===== src/rtl/mem_wb_elastic.sv =====
// MEM/WB elastic stage: two-entry (main + skid) buffer between memory and write-back.
// Optional stall counter compiled in with `define MEM_WB_STALL_CNT_EN.
//
// Ports:
//   i_clk, i_reset (async, active-high), i_flush (sync discard)
//   upstream  : i_valid/o_ready, i_wb, i_mem_to_reg, i_mem_result,
//               i_alu_result, i_addr_wr
//   downstream: o_valid/i_ready, o_wb, o_mem_to_reg, o_mem_result,
//               o_alu_result, o_addr_wr, o_wb_data
//   optional  : o_stall_count (cycles with o_valid && !i_ready, saturating)
module mem_wb_elastic #(
   parameter int BUS_SIZE  = 32,
   parameter int ADDR_SIZE = 5,
   parameter int CNT_SIZE  = 16
) (
   input  logic                 i_clk,
   input  logic                 i_reset,
   input  logic                 i_flush,
   input  logic                 i_valid,
   output logic                 o_ready,
   input  logic                 i_wb,
   input  logic                 i_mem_to_reg,
   input  logic [BUS_SIZE-1:0]  i_mem_result,
   input  logic [BUS_SIZE-1:0]  i_alu_result,
   input  logic [ADDR_SIZE-1:0] i_addr_wr,
   output logic                 o_valid,
   input  logic                 i_ready,
   output logic                 o_wb,
   output logic                 o_mem_to_reg,
   output logic [BUS_SIZE-1:0]  o_mem_result,
   output logic [BUS_SIZE-1:0]  o_alu_result,
   output logic [ADDR_SIZE-1:0] o_addr_wr,
   output logic [BUS_SIZE-1:0]  o_wb_data
`ifdef MEM_WB_STALL_CNT_EN
   ,
   output logic [CNT_SIZE-1:0]  o_stall_count
`endif
);

   typedef enum logic [1:0] {
      EMPTY = 2'd0,
      ONE   = 2'd1,
      FULL  = 2'd2
   } state_t;

   typedef struct packed {
      logic                 wb;
      logic                 m2r;
      logic [BUS_SIZE-1:0]  mem;
      logic [BUS_SIZE-1:0]  alu;
      logic [ADDR_SIZE-1:0] addr;
   } entry_t;

   state_t state_q, state_d;
   entry_t main_q, main_d;
   entry_t skid_q, skid_d;
   entry_t in_e;
   logic   push;
   logic   pop;

   // Handshake flags come from registered state only; i_ready never
   // reaches o_ready combinationally.
   assign o_ready = (state_q != FULL);
   assign o_valid = (state_q != EMPTY);
   assign push    = i_valid && o_ready;
   assign pop     = o_valid && i_ready;

   assign in_e = '{wb:   i_wb,
                   m2r:  i_mem_to_reg,
                   mem:  i_mem_result,
                   alu:  i_alu_result,
                   addr: i_addr_wr};

   always_comb begin
      state_d = state_q;
      main_d  = main_q;
      skid_d  = skid_q;
      if (i_flush) begin
         state_d = EMPTY;
      end else begin
         unique case (state_q)
            EMPTY: begin
               if (push) begin
                  main_d  = in_e;
                  state_d = ONE;
               end
            end
            ONE: begin
               // Simultaneous push/pop refills main directly.
               if (push && pop) begin
                  main_d = in_e;
               end else if (push) begin
                  skid_d  = in_e;
                  state_d = FULL;
               end else if (pop) begin
                  state_d = EMPTY;
               end
            end
            FULL: begin
               if (pop) begin
                  main_d  = skid_q;
                  state_d = ONE;
               end
            end
            default: state_d = EMPTY;
         endcase
      end
   end

   always_ff @(posedge i_clk or posedge i_reset) begin
      if (i_reset) begin
         state_q <= EMPTY;
         main_q  <= '0;
         skid_q  <= '0;
      end else begin
         state_q <= state_d;
         main_q  <= main_d;
         skid_q  <= skid_d;
      end
   end

   // Gate the write enable so an idle stage never requests a write.
   assign o_wb         = main_q.wb && o_valid;
   assign o_mem_to_reg = main_q.m2r;
   assign o_mem_result = main_q.mem;
   assign o_alu_result = main_q.alu;
   assign o_addr_wr    = main_q.addr;
   assign o_wb_data    = main_q.m2r ? main_q.mem : main_q.alu;

`ifdef MEM_WB_STALL_CNT_EN
   logic [CNT_SIZE-1:0] stall_cnt_q, stall_cnt_d;

   // Saturating; flush deliberately leaves the count intact.
   always_comb begin
      stall_cnt_d = stall_cnt_q;
      if (o_valid && !i_ready && !(&stall_cnt_q))
         stall_cnt_d = stall_cnt_q + 1'b1;
   end

   always_ff @(posedge i_clk or posedge i_reset) begin
      if (i_reset) stall_cnt_q <= '0;
      else         stall_cnt_q <= stall_cnt_d;
   end

   assign o_stall_count = stall_cnt_q;
`endif

endmodule

===== config.mk =====
export PLATFORM = sky130hd
export DESIGN_NAME = mem_wb_elastic
export DESIGN_NICKNAME = d
export VERILOG_FILES = /design/src/rtl/mem_wb_elastic.sv
export SDC_FILE = /design/constraint.sdc
export NUM_CORES = 1
export LEC_CHECK = 0
export CAP_MARGIN = 10
export CORE_ASPECT_RATIO = 1.5
export CORE_MARGIN = 5
export CORE_UTILIZATION = 51
export CTS_BUF_LIST = sky130_fd_sc_hd__clkbuf_2 sky130_fd_sc_hd__clkbuf_4 sky130_fd_sc_hd__clkbuf_8
export DETAILED_ROUTE_END_ITERATION = 6
export PLACE_DENSITY = 0.83
export SLEW_MARGIN = 25
export SYNTH_ARGS = -nofsm -noshare
export SYNTH_HDL_FRONTEND = slang
export SYNTH_SLANG_ARGS = --single-unit
export TNS_END_PERCENT = 5

===== constraint.sdc =====
create_clock -name i_clk -period 6.7 [get_ports i_clk]
set_clock_uncertainty 0.05 [all_clocks]
set_input_delay 1.34 -clock i_clk [delete_from_list [all_inputs] [get_ports i_clk]]
set_output_delay 1.34 -clock i_clk [all_outputs]
set_load 0.03 [all_outputs]

* Word-level counts from Yosys, hierarchy flattened
Cells that the tools add are included.
** Cells by class
- Equality and inequality tests :: 10
- Bitwise gates (word level) :: 2
- Reduce and logical (&&, ||, !) cells :: 10
- Multiplexer cells :: 12
** Operators by type and width (count)
- 71-bit two-way mux :: 3
- 71-bit one-hot mux with 3 select lines :: 1
- 32-bit two-way mux :: 1
- 2-bit two-way mux :: 6
- 3-bit != test, second input constant :: 3
- 2-bit != test, second input constant :: 4
- 4-bit AND reduction :: 2
- 2-bit one-hot mux with 3 select lines :: 1
- 5-bit AND reduction :: 1
- 1-bit logical AND :: 4
- 4-bit != test, second input constant :: 1
- 3-bit nonzero test :: 1
- 2-bit by 1-bit == test with 1-bit output, second input constant :: 1
- 2-bit == test, second input constant :: 1
- 2-bit logical NOT :: 1
- 1-bit NOT :: 2
- 2-bit nonzero test :: 1
** Word-level totals
- Bits of input ports :: 76
- Flip-flop bits (word level) :: 144
- Word-level logic and storage cells :: 45
- Output and inout bits :: 105

* Logic depth before layout (Yosys ltp)
- Depth in word-level cells :: 7
- Depth in mapped cells :: 5
- Mapped depth without buffers :: 4

* Worst setup path after synthesis
OpenSTA, ideal clock, no wires.
- Path type :: register -> output
- From :: register main_q, in the netlist o_mem_to_reg
- To :: output port o_wb_data[10]
- Stages on the path, launching flop included :: 4
- Arrival :: 1543 ps
- Buffers on the path :: 2
- Data required time :: 5310 ps
- Slack :: 3767 ps
- Path through :: dfrtp_1 clkbuf_1 clkbuf_1 mux2_2
** Between the ends
- Cells in the longest elaborated chain, start to end :: 1
** Ends and longest elaborated chain
- start, declared :: line 55 : entry_t main_q, main_d;
- start signal, assigned :: line 117 : main_q <= main_d;
- 32-bit two-way mux :: line 128 : assign o_wb_data = main_q.m2r ? main_q.mem : main_q.alu;
- end, declared :: line 33 : output logic [BUS_SIZE-1:0] o_wb_data
Every way passes these cells.

* Worst setup path after layout
- From :: register state_q[0]
- To :: output port o_ready
** Between the ends
- Cells in the longest elaborated chain, start to end :: 1
** Ends and longest elaborated chain
- start, declared :: line 54 : state_t state_q, state_d;
- start signal, assigned :: line 116 : state_q <= state_d;
- 2-bit != test :: line 63 : assign o_ready = (state_q != FULL);
- end, declared :: line 20 : output logic o_ready,
Every way passes these cells.

==> impl_summary.txt <==
----------------------------------------------------
[Power]
  Cell area power density ... 341.3 mW/mm^2
  Cell leakage power ... 3.736 nW
  Worst voltage drop across the vdd grid ... 184.2 uV
  Power Total ... 3.067 mW

[Route]
  Vias per std cell ... 5.379
  Detailed-router iteration count before antenna repair ... 5
  DRC Markers ... 0
  Via total after detailed routing ... 4,228
  Mean routed wirelength per cell ... 19.29 um
  Number of nets still failing antenna checks after routing ... 0
  Number of DRC markers after the initial detailed-route iteration ... 101
  Overall routed net length ... 15.16 mm

[Place]
  Placed wire-length estimate ... 10.42 mm
  Port bufs ... 180
  Routability congestion estimate ... 0.7481
  Placement-stage cell area ... 0.008542 mm^2

[Yosys]
  Yosys top cell by area ... sky130_fd_sc_hd__dfrtp_1
  Register area share after synthesis ... 0.5062
  Area share of fa/ha/maj cells after synthesis ... 0
  Summed instance area of the synthesized netlist ... 0.007119 mm^2
  Number of warnings reported in the yosys synthesis log ... 0
  Number of synthesized register bits ... 144
  Top post-synthesis cells by area ... sky130_fd_sc_hd__dfrtp_1 51%, sky130_fd_sc_hd__mux2_2 36%, sky130_fd_sc_hd__buf_4 8.0%, sky130_fd_sc_hd__mux2_1 2.5%, sky130_fd_sc_hd__clkbuf_1 0.63%
  Number of nets in the synthesized netlist ... 575
  Share of synthesized cell area in and, or, nand and nor gates ... 0.008260
  Distinct cells, synth ... 21
  Area share of the leading cell type in the synthesized netlist ... 0.5062
  Synthesized instance count ... 499
  Synthesized-area fraction occupied by xor and xnor cells ... 0
  Area fraction in compound gates after synthesis ... 0.004921
  Multiplexer share of the synthesized area ... 0.3889
  Main combinational cell family by area after synthesis ... multiplexers
  Mean instance size in the synthesized netlist ... 14.27 um^2

[Global routing]
  Antenna violations before repair ... 1
  Global-route wire length before repair ... 24.78 mm
  Largest net degree at the start of global routing ... 87
  Congestion Overflow GR ... 0
  All-Layer GR Usage ... 0.1904
  Vias in the first global route ... 4,804

[Die]
  Number of top-level design ports ... 181
  Core Rows ... 53
  Effective utilization at floorplan ... 0.5137
  Placeable core area ... 0.01386 mm^2
  Overall die height ... 154.7 um
  Die X-Extent ... 106.5 um
  Die Outline Area ... 0.01647 mm^2

[STA]
  Relative slew slack ... 0.3252
  Count of final hold-check violations ... 0
  Fmax achieved ... 256.6 MHz
  Final-layout setup total negative slack ... 0 ns
  Unrepaired setup endpoints after global routing ... no
  Measured slew at the worst slew-check pin ... 1.012 ns
  Final-report setup violation count ... 0
  Tmin final ... 3.897 ns
  Pins over their slew limit ... 0
  Final cycle utilization of the critical path ... 0.5816

[Min path]
  Class of the tightest hold or removal check ... reg -> reg

[CTS]
  Resized Gates After CTS ... 0
  Clock Sink Count ... 144
  Post-cts hold buffer count ... 0
  Clock transition at the registers of the reported paths ... 0.08 ns
  TritonCTS clock tree ... built
  Htree depth ... 4
  Largest buffer count on any clock path ... 2
  Root cell of the clock tree ... sky130_fd_sc_hd__clkbuf_8
  Post-CTS Setup Repair Bufs ... 0
  Insertion delay of the later-clocked pin in the worst-skew pair ... 0.43 ns
  Num CTS Buffers ... 17

[Setup path]
  CP Launch Type ... flip-flop
  Crit-path max FO ... 35
  Cells along the critical path ... nor2b_4 > inv_2 > clkdlybuf4s50_1
  Critical path data arrival time ... 2.51 ns
  Critical Path Slowest Stage Cell ... sky130_fd_sc_hd__clkdlybuf4s50_1
  Type of the worst setup path ... reg -> out
  Req. time, crit path ... 5.31 ns
  Endpoint type of the worst setup path ... primary output
  Delay contributed by the slowest stage of the critical path ... 0.83 ns

[Layout]
  Register bank with the most flops ... skid_q
  Net count reported at finish ... 684
  Diodes inserted ... 0
  Largest register FFs ... 71
  Layout Cell Area excl Fill ... 0.008986 mm^2
  Share of layout cells above drive strength 1 ... 0.4412
  Fill cell total of the finished layout ... 1,028
  Area added between synthesis and finish ... 26.22%

[Flow run]
  Number of maximum-capacitance constraint violations ... 0

[Run status]
  Run status ... complete, no violations

----------------------------------------------------
[area by class of cell]
cell class,instances,area [um^2],area share
flip-flops and latches,144,3605,0.4011
clock buffers,20,262.8,0.02924
inverters,2,12.51,0.001392
well taps,165,206.4,0.02297
clock inverters,12,181.4,0.02019
repair buffers,184,1832,0.2038
multi-input cells,259,2887,0.3212
[power breakdown]
part / internal, mW / total [mW] / switching, mW
registers: 1.09 / 1.24 / 0.155
logic: 0.547 / 1.07 / 0.523
clock network: 0.427 / 0.756 / 0.329
[final timing paths]
path / start / endpoint / slack (ns) / depth (start not counted)
setup / recovery: state_q[0]$_DFFE_PP0P_ / o_ready / 2.80 / 3
hold / removal: o_addr_wr[1]$_DFFE_PP0P_ / o_addr_wr[1]$_DFFE_PP0P_ / 0.44 / 1
setup reg to reg: state_q[1]$_DFFE_PP0P_ / skid_q[33]$_DFFE_PP0P_ / 4.36 / 3
hold reg to reg: o_addr_wr[1]$_DFFE_PP0P_ / o_addr_wr[1]$_DFFE_PP0P_ / 0.44 / 1
max in group asynchronous: i_reset / o_mem_to_reg$_DFFE_PP0P_ / 3.91 / 3
min in group asynchronous: i_reset / main_q[70]$_DFFE_PP0P_ / 1.37 / 2
[critical path: cells and delay by family, from the launching register on]
kind,cells,cell delay (ns)
and+or+nand+nor,1,0.07
buffers and inverters,2,1.46
DFF,1,0.55
[logic make-up (layout without fill, tap and decap cells)]
family                 count (synthesis)  in the layout
AOI/OAI and AO/OA                      4              4
and+or+nand+nor                        9              9
DFF                                  144            144
buffers and inverters                 96            218
muxes                                246            246
[cell usage in the layout (no fill, tap or decap), types with 2 or more instances in the layout]
master | Yosys | routed
sky130_fd_sc_hd__mux2_2 | 229 | 229
sky130_fd_sc_hd__buf_4 | 76 | 4
sky130_fd_sc_hd__inv_6 | 0 | 4
sky130_fd_sc_hd__clkbuf_4 | 0 | 2
sky130_fd_sc_hd__dfrtp_1 | 144 | 143
sky130_fd_sc_hd__mux2_1 | 16 | 16
sky130_fd_sc_hd__clkbuf_8 | 0 | 18
sky130_fd_sc_hd__bufinv_16 | 0 | 4
sky130_fd_sc_hd__clkinvlp_4 | 0 | 4
sky130_fd_sc_hd__clkdlybuf4s50_1 | 0 | 180
[through the flow]
step / hold WS (ns) / instances / setup slack (ns) / utilization
2_1_floorplan: 0.4094 / 499 / 1.444 / -
3_3_place_gp: 0.4250 / 754 / 2.990 / 0.6163
3_5_place_dp: 0.4300 / 754 / 2.947 / 0.6163
4_1_cts: 0.4491 / 786 / 2.755 / 0.6484
5_1_grt: 0.4647 / 786 / 2.674 / 0.6484
6_report: 0.4405 / 786 / 2.803 / 0.6484
[synth_stat cells, drive strengths merged]
cell type and instances:
nor2 1, and2 1, dfrtp 144, or3b 1, a21oi 1, inv 2, or4bb 1, buf 82
nand2 2, mux2 245, o31ai 2, clkbuf 12, or2 1, o21ba 1, nor4b 1, mux2i 1
nor2b 1
[metal layers]
metal / global-route usage / up-vias / share of wire / routed length, um
met5: 0 / - / 0.00086 / 13
met3: 0.05052 / 28 / 0.049 / 739
met2: 0.3566 / 117 / 0.56 / 8479
li1: - / 1911 / - / -
met4: 0.07008 / 2 / 0.022 / 328
met1: 0.2023 / 2170 / 0.37 / 5602
No activity file was read; power rests on OpenSTA's default activity.
